### src/rtl/base_alu_responder.sv
// base_alu_responder: responder end of the benchmark operation interface.
// Accepts one request at a time, computes a 32-bit result and models a
// base-dependent execution cost (native base fast, other bases pay a penalty).
// Optional build macro: ALU_STATS_EN adds saturating stat_ops/stat_penalty counters.
//
// Handshake: a request is accepted on a rising clk edge where
// req_valid && req_ready; req_ready is high only in IDLE, so requests
// presented while busy are ignored (not queued) and must be held by the initiator.
module base_alu_responder #(
  parameter int NATIVE_LAT  = 1,
  parameter int PENALTY_LAT = 3,
  parameter int DATA_W      = 32
) (
  input  logic              clk,
  input  logic              reset,
  input  logic              req_valid,
  output logic              req_ready,
  input  logic [3:0]        operation,
  input  logic [DATA_W-1:0] operand_a,
  input  logic [DATA_W-1:0] operand_b,
  input  logic [1:0]        base_select,
  output logic [DATA_W-1:0] result,
  output logic              done,
  output logic              busy,
  output logic              error,
`ifdef ALU_STATS_EN
  output logic [15:0]       stat_ops,
  output logic [15:0]       stat_penalty,
`endif
  output logic [1:0]        dbg_state_o
);

  localparam int CNT_W = 5;

  typedef enum logic [1:0] {
    S_IDLE    = 2'd0,
    S_DECODE  = 2'd1,
    S_EXEC    = 2'd2,
    S_RESPOND = 2'd3
  } state_t;

  state_t            state_q, state_d;
  logic [3:0]        op_q, op_d;
  logic [DATA_W-1:0] a_q, a_d;
  logic [DATA_W-1:0] b_q, b_d;
  logic [1:0]        base_q, base_d;
  logic [DATA_W-1:0] res_q, res_d;        // result computed in DECODE
  logic              err_int_q, err_int_d; // error computed in DECODE
  logic              pen_q, pen_d;         // request took the penalty path
  logic [CNT_W-1:0]  cnt_q, cnt_d;
  logic [DATA_W-1:0] result_q, result_d;
  logic              error_q, error_d;
  logic              done_q, done_d;
  logic              busy_q, busy_d;

  logic [DATA_W-1:0] calc_res;
  logic              calc_err;
  logic              calc_native;
  logic              done_set;

  // Combinational ALU on the captured request, including native-base decode
  always_comb begin
    calc_res    = '0;
    calc_err    = 1'b0;
    calc_native = 1'b0;
    case (op_q)
      4'd0: calc_res = a_q + b_q;
      4'd1: calc_res = a_q - b_q;
      4'd2: calc_res = a_q * b_q;
      4'd3: begin
        if (b_q == '0) begin
          calc_res = '1;
          calc_err = 1'b1;
        end else begin
          calc_res = a_q / b_q;
        end
      end
      4'd4: calc_res = a_q & b_q;
      4'd5: calc_res = a_q | b_q;
      4'd6: calc_res = a_q ^ b_q;
      4'd7: calc_res = a_q << b_q[4:0];
      4'd8: calc_res = a_q >> b_q[4:0];
      default: begin
        calc_res = '0;
        calc_err = 1'b1;
      end
    endcase
    case (base_q)
      2'd0: calc_native = (op_q <= 4'd2);
      2'd1: calc_native = (op_q >= 4'd3) && (op_q <= 4'd5);
      2'd2: calc_native = (op_q >= 4'd6) && (op_q <= 4'd8);
      default: begin
        // Illegal base overrides any arithmetic outcome
        calc_native = 1'b0;
        calc_res    = '0;
        calc_err    = 1'b1;
      end
    endcase
  end

  // Next-state and output-register logic for the request FSM
  always_comb begin
    state_d   = state_q;
    op_d      = op_q;
    a_d       = a_q;
    b_d       = b_q;
    base_d    = base_q;
    res_d     = res_q;
    err_int_d = err_int_q;
    pen_d     = pen_q;
    cnt_d     = cnt_q;
    result_d  = result_q;
    error_d   = error_q;
    done_d    = done_q;
    busy_d    = busy_q;
    done_set  = 1'b0;
    case (state_q)
      S_IDLE: begin
        if (req_valid) begin
          op_d    = operation;
          a_d     = operand_a;
          b_d     = operand_b;
          base_d  = base_select;
          busy_d  = 1'b1;
          error_d = 1'b0;
          state_d = S_DECODE;
        end
      end
      S_DECODE: begin
        res_d     = calc_res;
        err_int_d = calc_err;
        pen_d     = !calc_native;
        cnt_d     = calc_native ? CNT_W'(NATIVE_LAT)
                                : CNT_W'(NATIVE_LAT + PENALTY_LAT);
        state_d   = S_EXEC;
      end
      S_EXEC: begin
        cnt_d = cnt_q - 1'b1;
        if (cnt_q <= CNT_W'(1)) begin
          result_d = res_q;
          error_d  = err_int_q;
          done_d   = 1'b1;
          done_set = 1'b1;
          state_d  = S_RESPOND;
        end
      end
      S_RESPOND: begin
        done_d  = 1'b0;
        busy_d  = 1'b0;
        state_d = S_IDLE;
      end
      default: state_d = S_IDLE;
    endcase
  end

  // State and datapath registers, asynchronously cleared
  always_ff @(posedge clk or posedge reset) begin
    if (reset) begin
      state_q   <= S_IDLE;
      op_q      <= '0;
      a_q       <= '0;
      b_q       <= '0;
      base_q    <= '0;
      res_q     <= '0;
      err_int_q <= 1'b0;
      pen_q     <= 1'b0;
      cnt_q     <= '0;
      result_q  <= '0;
      error_q   <= 1'b0;
      done_q    <= 1'b0;
      busy_q    <= 1'b0;
    end else begin
      state_q   <= state_d;
      op_q      <= op_d;
      a_q       <= a_d;
      b_q       <= b_d;
      base_q    <= base_d;
      res_q     <= res_d;
      err_int_q <= err_int_d;
      pen_q     <= pen_d;
      cnt_q     <= cnt_d;
      result_q  <= result_d;
      error_q   <= error_d;
      done_q    <= done_d;
      busy_q    <= busy_d;
    end
  end

`ifdef ALU_STATS_EN
  logic [15:0] stat_ops_q, stat_penalty_q;

  // Saturating completion counters, bumped on the edge that raises done
  always_ff @(posedge clk or posedge reset) begin
    if (reset) begin
      stat_ops_q     <= '0;
      stat_penalty_q <= '0;
    end else if (done_set) begin
      if (stat_ops_q != 16'hFFFF) stat_ops_q <= stat_ops_q + 16'd1;
      if (pen_q && (stat_penalty_q != 16'hFFFF)) stat_penalty_q <= stat_penalty_q + 16'd1;
    end
  end

  assign stat_ops     = stat_ops_q;
  assign stat_penalty = stat_penalty_q;
`else
  logic unused_done_set;
  assign unused_done_set = done_set;
`endif

  assign req_ready   = (state_q == S_IDLE);
  assign result      = result_q;
  assign done        = done_q;
  assign busy        = busy_q;
  assign error       = error_q;
  assign dbg_state_o = state_q;

endmodule

### config.mk
export PLATFORM = sky130hd
export DESIGN_NAME = base_alu_responder
export DESIGN_NICKNAME = d
export VERILOG_FILES = /design/src/rtl/base_alu_responder.sv
export SDC_FILE = /design/constraint.sdc
export NUM_CORES = 2
export LEC_CHECK = 0
export ABC_AREA = 1
export BUFFER_PORTS_ARGS = -buffer_cell sky130_fd_sc_hd__buf_2
export CORE_UTILIZATION = 45
export CTS_CLUSTER_SIZE = 28
export DETAILED_ROUTE_END_ITERATION = 6
export PLACE_DENSITY = 0.64
export SLEW_MARGIN = 20
export SYNTH_ARGS = -nofsm -noshare
export SYNTH_HDL_FRONTEND = slang
export SYNTH_SLANG_ARGS = --single-unit
### constraint.sdc
create_clock -name clk -period 75.5 [get_ports clk]
set_input_delay 11.325 -clock clk [delete_from_list [all_inputs] [get_ports clk]]
set_output_delay 11.325 -clock clk [all_outputs]
set_load 0.02 [all_outputs]
==> impl_results.rst <==
.. list-table::
   :header-rows: 1

   * - Metric
     - Value
   * - Clock period minus final worst setup slack
     - 70.04 ns
   * - Synth area leader
     - sky130_fd_sc_hd__ha_1
   * - Final Wtd Congestion
     - 1.10
   * - Die footprint
     - 0.130 mm²
   * - Post-route met1 wirelength
     - 107 mm
   * - Total nets after synthesis
     - 10.1k
   * - Total standard cell area after synthesis
     - 0.0580 mm²
   * - Post-synth top area share
     - 0.163
   * - Instance count of the mapped netlist
     - 8,839
   * - Ys async rst share
     - 1.00
   * - Post-layout instance area
     - 0.0631 mm²
   * - Run status
     - finished, violations left
   * - Count of nets left with antenna violations after detail routing
     - 0
   * - Initial core utilization
     - 0.455
   * - Total global routing track utilization
     - 0.381
   * - Dominant cells by area after synthesis
     - sky130_fd_sc_hd__ha_1, sky130_fd_sc_hd__nand2_1, sky130_fd_sc_hd__fa_1, sky130_fd_sc_hd__inv_1, sky130_fd_sc_hd__dfrtp_1
   * - Reg-to-reg critical path endpoint
     - res_q[0]
   * - Number of max-slew violations in the final report
     - 0
   * - DRT Wirelength
     - 255 mm
   * - Die Width
     - 361 µm
   * - Reg clk slew, reported paths
     - 0.08 ns
   * - Number of nets in the final layout
     - 10.2k
   * - Number of flip-flops and latches in the synthesized netlist
     - 145
   * - Category of the worst setup path launch point
     - flip-flop
   * - Number of distinct library cell variants in the gate-level netlist after synthesis
     - 86
   * - Detailed Place HPWL
     - 201 mm
   * - Clock tree sinks
     - 145
   * - Post-route core utilization
     - 0.494
   * - Row Count
     - 131
   * - Met2 Routed Length
     - 109 mm
   * - Worst Max-Slew Pin Slew
     - 1.32 ns
   * - I/O pin cnt
     - 111
   * - Clock latency at the later pin of the worst-skew pair
     - 0.49 ns
   * - Critical path data arrival time
     - 70.40 ns
   * - R2R Setup Slk
     - 5.46 ns
   * - Buffers on Ports
     - 110
   * - Violations in the final reports
     - DRC
   * - Detail-routed net length per standard cell
     - 24.0 µm
   * - Layout area overhead
     - 8.68%
   * - Placeable Area
     - 0.128 mm²
   * - Maximum buffer depth of the clock tree
     - 2
   * - Detailed route wirelength on metal3
     - 24.6 mm
   * - Uppermost metal layer occupied by signal nets
     - met5
   * - TNS Setup
     - 0 ns
   * - Share of synthesized area occupied by flip-flops and latches
     - 0.0625
   * - # setup viols final
     - 0
   * - Final hold violation count
     - 0
   * - Dominant synthesized flop cell
     - sky130_fd_sc_hd__dfrtp_1
   * - Start point of the critical path
     - b_q[5]
   * - Clock buffers created by TritonCTS
     - 17
   * - Non-filler cells, final
     - 10.6k
   * - Antenna violations before repair
     - 21
   * - Maximum clock frequency
     - 14.3 MHz
   * - Warning count from the yosys run
     - 0
   * - Post-detailed-placement cell area
     - 0.0603 mm²
   * - Worst Setup EP
     - res_q[0]
   * - Hold Buf Count CTS
     - 0
   * - Count of flip-flops with a built-in enable after synthesis
     - 0
   * - Slowest stage cell, crit path
     - sky130_fd_sc_hd__a311oi_4
   * - Chip Height
     - 361 µm
   * - Slew headroom
     - 0.111
   * - # H-tree levels
     - 4
   * - Post-synthesis area per instance
     - 6.57 µm²
   * - Drt via density
     - 5.74
   * - Register-to-Register Path Depth
     - 536
   * - Grt ovf
     - 0
   * - DRC viols
     - 13
   * - Maximum fanout count along the critical path
     - 30
   * - Tcrit/Tclk final
     - 0.928
   * - Startpoint of the worst register-to-register path
     - b_q[5]
   * - Maximum number of pins on one net before global-route repair
     - 109
   * - Fraction of layout cells with a size suffix above 1
     - 0.119
   * - Start-to-end type of the worst setup path
     - reg -> reg
   * - Number of cells in the design after placement
     - 10.5k
   * - Worst-case clock skew
     - 0.0357 ns
   * - Via count of the first global-routing pass
     - 57.8k
   * - Critical Path RT
     - 75.86 ns
   * - Clock Tree Root
     - sky130_fd_sc_hd__clkbuf_16
   * - Dominant cell type by count on the critical path
     - sky130_fd_sc_hd__nand2_1
   * - First-pass GRT wire length
     - 373 mm
   * - Delay of the slowest cell on the worst path
     - 0.43 ns
   * - Initial DRC Count
     - 6,358
   * - DR vias
     - 60.9k
   * - Sort of element at the end of the critical path
     - flip-flop
   * - TritonCTS clock tree
     - built
   * - Max-cap check violation count
     - 0
   * - Drt first pass iters
     - 7
   * - HP Class
     - reg -> reg
## metrics by stage
stage | hold WS [ns] | setup WS (ns)
final | 0.481 | 5.46
after CTS | 0.485 | 0.0532
after global placement | 0.462 | -1.42
after global routing | 0.507 | -0.317
after floorplan | 0.481 | 9.24
after detailed placement | 0.468 | -2.68
## kinds of logic after synthesis
group | after synthesis | share of synthesized area
AO/OA/AOI/OAI | 1588 | 0.163
XOR/XNOR | 426 | 0.0643
multiplexers | 30 | 0.00524
adder cells (fa/ha/maj) | 1166 | 0.304
AND/OR/NAND/NOR | 3517 | 0.262
buffers and inverters | 1967 | 0.138
flip-flops | 145 | 0.0625
## cell usage after synthesis, drive strengths merged (10+ instances only)
| master | count |
|---|---|
| buf | 102 |
| o21bai | 62 |
| nor2 | 398 |
| o31ai | 24 |
| ha | 757 |
| o221ai | 23 |
| mux2i | 30 |
| a21o | 21 |
| a21boi | 23 |
| or2 | 73 |
| o21ai | 620 |
| nand3b | 10 |
| a211oi | 24 |
| a31oi | 22 |
| inv | 1635 |
| nor3 | 89 |
| clkinv | 19 |
| a221oi | 27 |
| clkbuf | 205 |
| and2 | 40 |
| xnor2 | 134 |
| nor4 | 39 |
| fa | 409 |
| xor2 | 292 |
| o2111ai | 26 |
| dfrtp | 145 |
| a21oi | 608 |
| o21a | 13 |
| nand3 | 406 |
| nand4 | 68 |
| o211ai | 19 |
| nand2 | 2388 |
| o22ai | 27 |
## cells in the final DEF, fill, tap and decap left out, types with 21 or more instances in the layout
cell type and count:
sky130_fd_sc_hd__nand4_1 68, sky130_fd_sc_hd__o2111ai_1 23, sky130_fd_sc_hd__nand3_1 341, sky130_fd_sc_hd__o21ai_2 73, sky130_fd_sc_hd__a21o_1 21, sky130_fd_sc_hd__nand2_4 23
sky130_fd_sc_hd__nand3_2 61, sky130_fd_sc_hd__xor2_1 292, sky130_fd_sc_hd__nor4_1 23, sky130_fd_sc_hd__o22ai_1 27, sky130_fd_sc_hd__o21ai_1 66, sky130_fd_sc_hd__nand2_2 109
sky130_fd_sc_hd__a21oi_2 63, sky130_fd_sc_hd__inv_1 1583, sky130_fd_sc_hd__dfrtp_1 131, sky130_fd_sc_hd__ha_1 738, sky130_fd_sc_hd__nand2_1 2257, sky130_fd_sc_hd__a21oi_1 523
sky130_fd_sc_hd__buf_2 110, sky130_fd_sc_hd__o221ai_1 23, sky130_fd_sc_hd__or2_2 66, sky130_fd_sc_hd__mux2i_1 29, sky130_fd_sc_hd__inv_2 42, sky130_fd_sc_hd__a221oi_1 25
sky130_fd_sc_hd__buf_4 248, sky130_fd_sc_hd__nor2_2 30, sky130_fd_sc_hd__fa_1 409, sky130_fd_sc_hd__and2_1 38, sky130_fd_sc_hd__nor2_1 347, sky130_fd_sc_hd__a21oi_4 23
sky130_fd_sc_hd__o21ai_0 478, sky130_fd_sc_hd__o21bai_1 46, sky130_fd_sc_hd__xnor2_1 134, sky130_fd_sc_hd__nor3_1 69
## repair_timing
item | 4_1_cts | 5_1_grt
pin swaps | 2 | 69
setup buffers | 2 | 84
setup endpoints to repair | 2 | 3
cloned | 1 | 4
gates resized for setup | 28 | 316
## sequential cells by signal, summed over array words and instances (netlist names)
signal       cells
op_q             4
res_q           32
result          32
err_int_q        1
error            1
a_q             32
cnt_q            5
busy             1
dbg_state_o      2
b_q             32
base_q           2
done             1
## routing by layer
layer | GRT usage | vias to the layer above
met5 | 0 | -
met4 | 0.185 | 18
met3 | 0.0677 | 596
met2 | 0.587 | 2910
met1 | 0.511 | 28996
li1 | - | 28378
## worst min-delay path by stage
stage                    start         end  slack [ns]  cells after the start
detailed placement   result[1]   result[1]        0.47                      2
finish               result[4]   result[4]        0.48                      2
CTS                  result[1]   result[1]        0.48                      2
global placement    result[10]  result[10]        0.46                      2
floorplan            err_int_q       error        0.48                      2
global route        result[20]  result[20]        0.51                      2
## critical path, delay by kind of cell, from the launching register on
kind                     cells  cell delay [ns]
buffers and inverters       77             7.13
flip-flops                   1             0.37
multiplexers                 1             0.21
adder cells (fa/ha/maj)     31             9.50
XOR/XNOR                     5             0.66
AND/OR/NAND/NOR            254            26.51
AO/OA/AOI/OAI              168            25.47
## final cells by class
| class | count | area (µm²) |
|---|---|---|
| repair buffers | 372 | 2610 |
| clock inverters | 12 | 181 |
| fillers | 13134 | 64600 |
| well taps | 1662 | 2080 |
| flip-flops and latches | 145 | 3660 |
| multi-input cells | 6731 | 47800 |
| clock buffers | 20 | 447 |
| inverters | 1655 | 6280 |
| repair inverters | 1 | 5.00 |
| diodes | 10 | 25.0 |
Power is not shown: default switching activity piles up to over one toggle a cycle in this logic, so the estimate is an artifact.
